`src/rtl/otter_cu_fsm.sv`:
```
// Multi-cycle control FSM for the OTTER RV32I core: sequences fetch/exec/writeback/trap,
// decodes the opcode into datapath strobes and counts retired instructions.
module otter_cu_fsm #(
  parameter int CNT_W = 32
) (
  input  logic             CLK,
  input  logic             RST,
  input  logic [6:0]       OPCODE,
  input  logic [2:0]       FUNC3,
  input  logic             INTR,
  input  logic             CSR_MIE,
  output logic             MEM_RDEN1,
  output logic             MEM_RDEN2,
  output logic             MEM_WE2,
  output logic             PC_WRITE,
  output logic             REG_WRITE,
  output logic             CSR_WE,
  output logic [1:0]       RF_WR_SEL,
  output logic             INT_TAKEN,
  output logic             MRET_EXEC,
  output logic             ILLEGAL,
  output logic [CNT_W-1:0] RETIRED
);

  typedef enum logic [2:0] {
    ST_INIT  = 3'd0,
    ST_FETCH = 3'd1,
    ST_EXEC  = 3'd2,
    ST_WB    = 3'd3,
    ST_INTR  = 3'd4
  } state_t;

  localparam logic [6:0] OP_LUI    = 7'b0110111;
  localparam logic [6:0] OP_AUIPC  = 7'b0010111;
  localparam logic [6:0] OP_OP     = 7'b0110011;
  localparam logic [6:0] OP_IMM    = 7'b0010011;
  localparam logic [6:0] OP_JAL    = 7'b1101111;
  localparam logic [6:0] OP_JALR   = 7'b1100111;
  localparam logic [6:0] OP_BRANCH = 7'b1100011;
  localparam logic [6:0] OP_STORE  = 7'b0100011;
  localparam logic [6:0] OP_LOAD   = 7'b0000011;
  localparam logic [6:0] OP_SYSTEM = 7'b1110011;

  localparam logic [1:0] SEL_PC4 = 2'd0;
  localparam logic [1:0] SEL_CSR = 2'd1;
  localparam logic [1:0] SEL_MEM = 2'd2;
  localparam logic [1:0] SEL_ALU = 2'd3;

  state_t state, state_nxt;
  logic   complete;
  logic   trap_req;

  assign trap_req = INTR && CSR_MIE;

  always_ff @(posedge CLK or posedge RST) begin
    if (RST) state <= ST_INIT;
    else     state <= state_nxt;
  end

  always_ff @(posedge CLK or posedge RST) begin
    if (RST)           RETIRED <= '0;
    else if (complete) RETIRED <= RETIRED + 1'b1;
  end

  always_comb begin
    state_nxt = state;
    complete  = 1'b0;
    MEM_RDEN1 = 1'b0;
    MEM_RDEN2 = 1'b0;
    MEM_WE2   = 1'b0;
    PC_WRITE  = 1'b0;
    REG_WRITE = 1'b0;
    CSR_WE    = 1'b0;
    RF_WR_SEL = SEL_PC4;
    INT_TAKEN = 1'b0;
    MRET_EXEC = 1'b0;
    ILLEGAL   = 1'b0;

    case (state)
      ST_INIT: state_nxt = ST_FETCH;

      ST_FETCH: begin
        MEM_RDEN1 = 1'b1;
        state_nxt = ST_EXEC;
      end

      ST_EXEC: begin
        complete = 1'b1;
        PC_WRITE = 1'b1;
        case (OPCODE)
          OP_LUI, OP_AUIPC, OP_OP, OP_IMM: begin
            REG_WRITE = 1'b1;
            RF_WR_SEL = SEL_ALU;
          end
          OP_JAL, OP_JALR: REG_WRITE = 1'b1;
          OP_BRANCH: ;
          OP_STORE:  MEM_WE2 = 1'b1;
          OP_LOAD: begin
            // Loads finish in WB once the data read has returned.
            complete  = 1'b0;
            PC_WRITE  = 1'b0;
            MEM_RDEN2 = 1'b1;
          end
          OP_SYSTEM: begin
            if (FUNC3 == 3'b001) begin
              REG_WRITE = 1'b1;
              CSR_WE    = 1'b1;
              RF_WR_SEL = SEL_CSR;
            end else if (FUNC3 == 3'b000) begin
              MRET_EXEC = 1'b1;
            end else begin
              ILLEGAL = 1'b1;
            end
          end
          default: ILLEGAL = 1'b1;
        endcase
        if (!complete)     state_nxt = ST_WB;
        else if (trap_req) state_nxt = ST_INTR;
        else               state_nxt = ST_FETCH;
      end

      ST_WB: begin
        complete  = 1'b1;
        PC_WRITE  = 1'b1;
        REG_WRITE = 1'b1;
        RF_WR_SEL = SEL_MEM;
        state_nxt = trap_req ? ST_INTR : ST_FETCH;
      end

      // Always returns to FETCH, so a trap is never taken twice without a retirement between.
      ST_INTR: begin
        INT_TAKEN = 1'b1;
        PC_WRITE  = 1'b1;
        state_nxt = ST_FETCH;
      end

      default: state_nxt = ST_INIT;
    endcase
  end

endmodule

```
`config.mk`:
```
export PLATFORM = sky130hd
export DESIGN_NAME = otter_cu_fsm
export DESIGN_NICKNAME = d
export VERILOG_FILES = /design/src/rtl/otter_cu_fsm.sv
export SDC_FILE = /design/constraint.sdc
export NUM_CORES = 1
export LEC_CHECK = 0
export ABC_AREA = 0
export BUFFER_PORTS_ARGS = -buffer_cell sky130_fd_sc_hd__buf_2
export CAP_MARGIN = 20
export CORE_UTILIZATION = 46
export DETAILED_ROUTE_END_ITERATION = 8
export HOLD_SLACK_MARGIN = 0.06
export PLACE_DENSITY = 0.83
export SLEW_MARGIN = 10
export SYNTH_ARGS = -nofsm -noshare
export SYNTH_HDL_FRONTEND = slang
export SYNTH_SLANG_ARGS = --single-unit
```
`constraint.sdc`:
```
create_clock -name CLK -period 1.74 [get_ports CLK]
set_clock_uncertainty 0.2 [all_clocks]
set_input_delay 0.087 -clock CLK [delete_from_list [all_inputs] [get_ports CLK]]
set_output_delay 0.087 -clock CLK [all_outputs]
set_load 0.05 [all_outputs]
```
Yosys cells after proc, flatten, opt, wreduce, memory -nomap -nowiden
Index checks and enable logic that the tools add are counted.

Add/sub/neg operators: 1. Multipliers: 0. Divide/modulo/power cells: 0. Order comparisons: 0. Eq/ne operators: 15. Shift-type cells: 0. Mux-type cells: 29. Bitwise gates (word level): 0. Reductions and logical operators: 8.

Operators with widths (number): $add 32x1->32 const B (1); $eq 7x7->1 const B (4); $eq 7x6->1 const B (3); $mux 1 (19); $eq 7x5->1 const B (2); $pmux 3 s4 (1); $pmux 1 s2 (5); $reduce_or 9->1 (1); $pmux 2 s2 (2); $eq 7x2->1 const B (1); $eq 3x1->1 const B (2); $eq 3x2->1 const B (2); $logic_not 3->1 (2); $mux 3 (2); $reduce_or 6->1 (1); $reduce_or 2->1 (2); $reduce_or 4->1 (1); $eq 3x3->1 const B (1); $logic_and 1x1->1 (1).

Flip-flop bits (word level): 35. Latch bits: 0. RAM bits: 0. Bits in read-only memories: 0. Input bits: 14. Output and inout bits: 43. Logic and storage cells: 55. Memories kept: 0.

Logic depth before layout (Yosys ltp)
Depth after elaboration: 5. Depth in mapped cells: 6. Depth with buffers taken out: 4.

Worst setup path after synthesis
No wires, ideal clock.

Kind: flip-flop to output port. Start: register state[2]. End: output ILLEGAL. Arrival: 2.190 ns. Data required time: 1.453 ns. Slack: -0.737 ns. Cell stages (with the launch flop): 6. Path buffers: 1. Cell sequence: dfrtp_1 nand2b_1 buf_6 or2_2 a31o_2 nor3_1.

Word-level cells in the longest chain between the ends: 2.

Ends and longest elaborated chain: start, declared (RTL line 49) `state_t state, state_nxt;`; start signal, assigned (RTL line 57) `else state <= state_nxt;`; $eq 3x2->1 (RTL line 79) `case (state)`; $mux 1 (RTL line 79); end, declared (RTL line 21) `output logic ILLEGAL,`.

No other way between the ends.

Worst setup path in the final report
Start: register state[0]. End: output PC_WRITE.

Word-level cells in the longest chain between the ends: 3. Elaborated cells on any way between the ends: 5. Classes of those cells: eq/ne (3); mux (1); reduce/logical (1).

Ends and longest elaborated chain: $eq 3x3->1 or $eq 3x2->1 (tied branches) (RTL line 79); $reduce_or 2->1 (no line); $pmux 1 s2 * (RTL line 79); end, declared (RTL line 15) `output logic PC_WRITE,`.

Every way passes the cells marked *; elsewhere a longest branch is shown, timed or not.

==> metrics.md <==
| Metric | Value |
|---|---|
| Initial Util | `48.14%` |
| Dpl ws | `-0.07550 ns` |
| Initial drt markers | `170` |
| Total global-route track usage | `25.45%` |
| # setup viols final | `40` |
| Final setup margin | `-0.3214 ns` |
| Worst EP required | `1.45 ns` |
| RSZ-0062 raised after global routing | `yes` |
| Root buffer cell | `clkbuf_8` |
| Yosys warns | `0` |
| Hold Path Depth | `5` |
| Reg2Reg Depth | `9` |
| Total grt overflow | `0` |
| Combinational power share | `53.1%` |
| Sw power | `0.001542 W` |
| CTS tree | `built` |
| Antenna diodes | `0` |
| Port Buf Inserts | `56` |
| P_leak | `1.379 nW` |
| Avg Cell Area, Syn | `10.47 µm²` |
| Status | `complete, but fails checks` |
| Final period utilization | `118.5%` |
| Antenna-violating nets left | `0` |
| Min-delay src | `OPCODE[4]` |
| Core Area | `4000 µm²` |
| Clock network fraction of total power | `17.2%` |
| Vias per std cell | `5.762` |
| FFs w/ async S/R, synth | `100.0%` |
| Reg2Reg Launch Point | `state[0]` |
| # DRC | `0` |
| First-pass GRT wire length | `8300 µm` |
| Failing checks | `negative setup slack` |
| Non-Filler Instances | `328` |
| Reg2reg setup slack | `-0.28 ns` |
| Worst skew pair latency | `0.30 ns` |
| RePlAce Congestion | `0.7883` |
| Commonest non-fill, non-tap cell in the layout | `buf_2` |
| Peak supply drop | `1041 µV` |
| DR WL/cell | `18.68 µm` |
| Seq pwr share | `29.7%` |
| Die Height | `66.70 µm` |
| Area delta synth->final | `58.80%` |
| Fmax | `485.1 MHz` |
| Worst-path clk slew | `0.07 ns` |
| DRT Wirelength | `6128 µm` |
| I/O pin cnt | `57` |
| Drt pass-1 iters | `4` |
| Net Sw Frac | `44.79%` |
| Layout cells sized above 1 | `58.63%` |
| # nets final | `292` |
| Num rows | `23` |
| Worst setup path start | `state[0]` |
| Setup TNS | `-8.735 ns` |
| Vias in the first global route | `1800` |
| P per Cell Area | `1126 nW/µm²` |
| Fin. max-slew vios | `0` |
| Routed vias | `1890` |
| Largest net degree at the start of global routing | `36` |
| Cell-internal power | `0.001901 W` |
| Clock sinks | `35` |
| Crit Path Category | `reg2out` |
| Dpl cells | `306` |
| Synth Instances | `184` |
| Crit path max fanout | `2` |
| Total CTS buffers | `5` |
| Hold/Removal Path Class | `in2reg` |
| Synth Register Bits | `35` |
| H-Tree Depth | `2` |
| Mapped Area | `1926 µm²` |
| Crit path DAT | `1.77 ns` |
| Max_cap viols | `0` |
| Die extent in x | `66.70 µm` |
| Worst setup EP type | `output pin` |
| Initial antenna violation count | `0` |
| Synth cell types | `36` |
| Most frequent cells in the layout | `buf_2, xnor2_1, buf_4, nand4_1, dfrtp_2` |
| Synth Flop Type | `dfrtp_1` |
| Startpoint types | `flop` |
| Seq/Total Area, Yosys | `45.48%` |
| Syn Nets | `199` |
| CTS max path bufs | `2` |
| Post-synth EDFFs | `0` |
| Fin crit period | `2.061 ns` |
| Post-DP HPWL | `3213 µm` |
| Worst Max-Slew Pin Slew | `0.5671 ns` |
| Fin util | `76.45%` |
| Die area | `4449 µm²` |
| Overall power | `0.003442 W` |
| Slew margin rel. | `61.84%` |
| Final hold vios | `0` |
## power by group through the flow
stage               combinational (W)  clock, W  sequential, W
floorplan                    0.000657         0        0.00127
finish                        0.00183  0.000591        0.00102
global placement              0.00126         0        0.00101
detailed placement            0.00129         0        0.00102
CTS                           0.00146  0.000585        0.00101
global route                  0.00190  0.000630        0.00103
## critical path, cell delays in order, from the launching register on
cell	delay, ns
dfrtp_1	0.42
buf_6	0.14
nor4_4	0.26
buf_4	0.19
a21oi_4	0.06
or2_4	0.25
buf_8	0.15
## per-layer routing
layer  track usage [%]  share of wire [%]
met5                 0                  0
met2             42.80                 55
met4             10.64                2.5
met3             7.021                4.9
met1             30.20                 37
## what timing repair did
item / in CTS / in global routing
pin swaps: 8 / 19
endpoints found under the setup margin: 8 / 43
buffers inserted: 5 / 4
hold buffers: 3 / 0
hold endpoints to repair: 37 / 0
gates resized for setup: 29 / 39
gates cloned: 0 / 2
## path summary, 6_finish.rpt
kind                                to
max reg2reg                 RETIRED[8]
min reg2reg                RETIRED[31]
min                           state[1]
min in group asynchronous  RETIRED[20]
max in group asynchronous  RETIRED[16]
max                           PC_WRITE
## cell type report
class,count,area (µm²)
multi-input combinational,136,1262
timing repair buffer,92,724.4
inverter,7,26.28
sequential,35,900.9
fill,244,942.2
clock inverter,1,5.005
clock buffer,7,76.32
tap,50,62.56
## flip-flops by register name, summed over array words and instances, names as in the netlist
signal and count:
RETIRED 32, state 3
## cells by family (layout without fill, tap and decap cells)
| logic type | count (synthesis) | in the layout | synth area share, % |
|---|---|---|---|
| fa+ha+maj | 1 | 1 | 0.6497 |
| xor+xnor | 31 | 31 | 14.10 |
| flops | 35 | 35 | 45.48 |
| mux | 1 | 1 | 0.5848 |
| simple gates | 96 | 96 | 31.32 |
| compound gates | 7 | 7 | 3.379 |
| buf+inv | 13 | 107 | 4.483 |
## through the flow
step	cell area (µm²)	hold slack, ns
after detailed placement	2536	0.009433
final	3058	0.1530
after global placement	2536	-0.003927
after floorplan	2063	0.03955
after CTS	2789	0.06746
after global routing	3058	0.1658
## Yosys cell counts, drive strengths merged, types with 2 or more instances
cell type  number  area (µm²)
nand2b          2       12.51
nand3          12       60.06
nor3b           4       30.03
nand4          25       181.4
clkbuf          2       15.01
and3            4       26.28
xnor2          30       262.8
dfrtp          35       875.8
nand2          14       52.55
a211oi          2       27.53
nor4            5       61.31
nor2           12       45.04
or2             2       12.51
buf             4       45.04
and2            5       32.54
nor3            6       30.03
inv             7       26.28
Power figures use the tool's default switching activity.
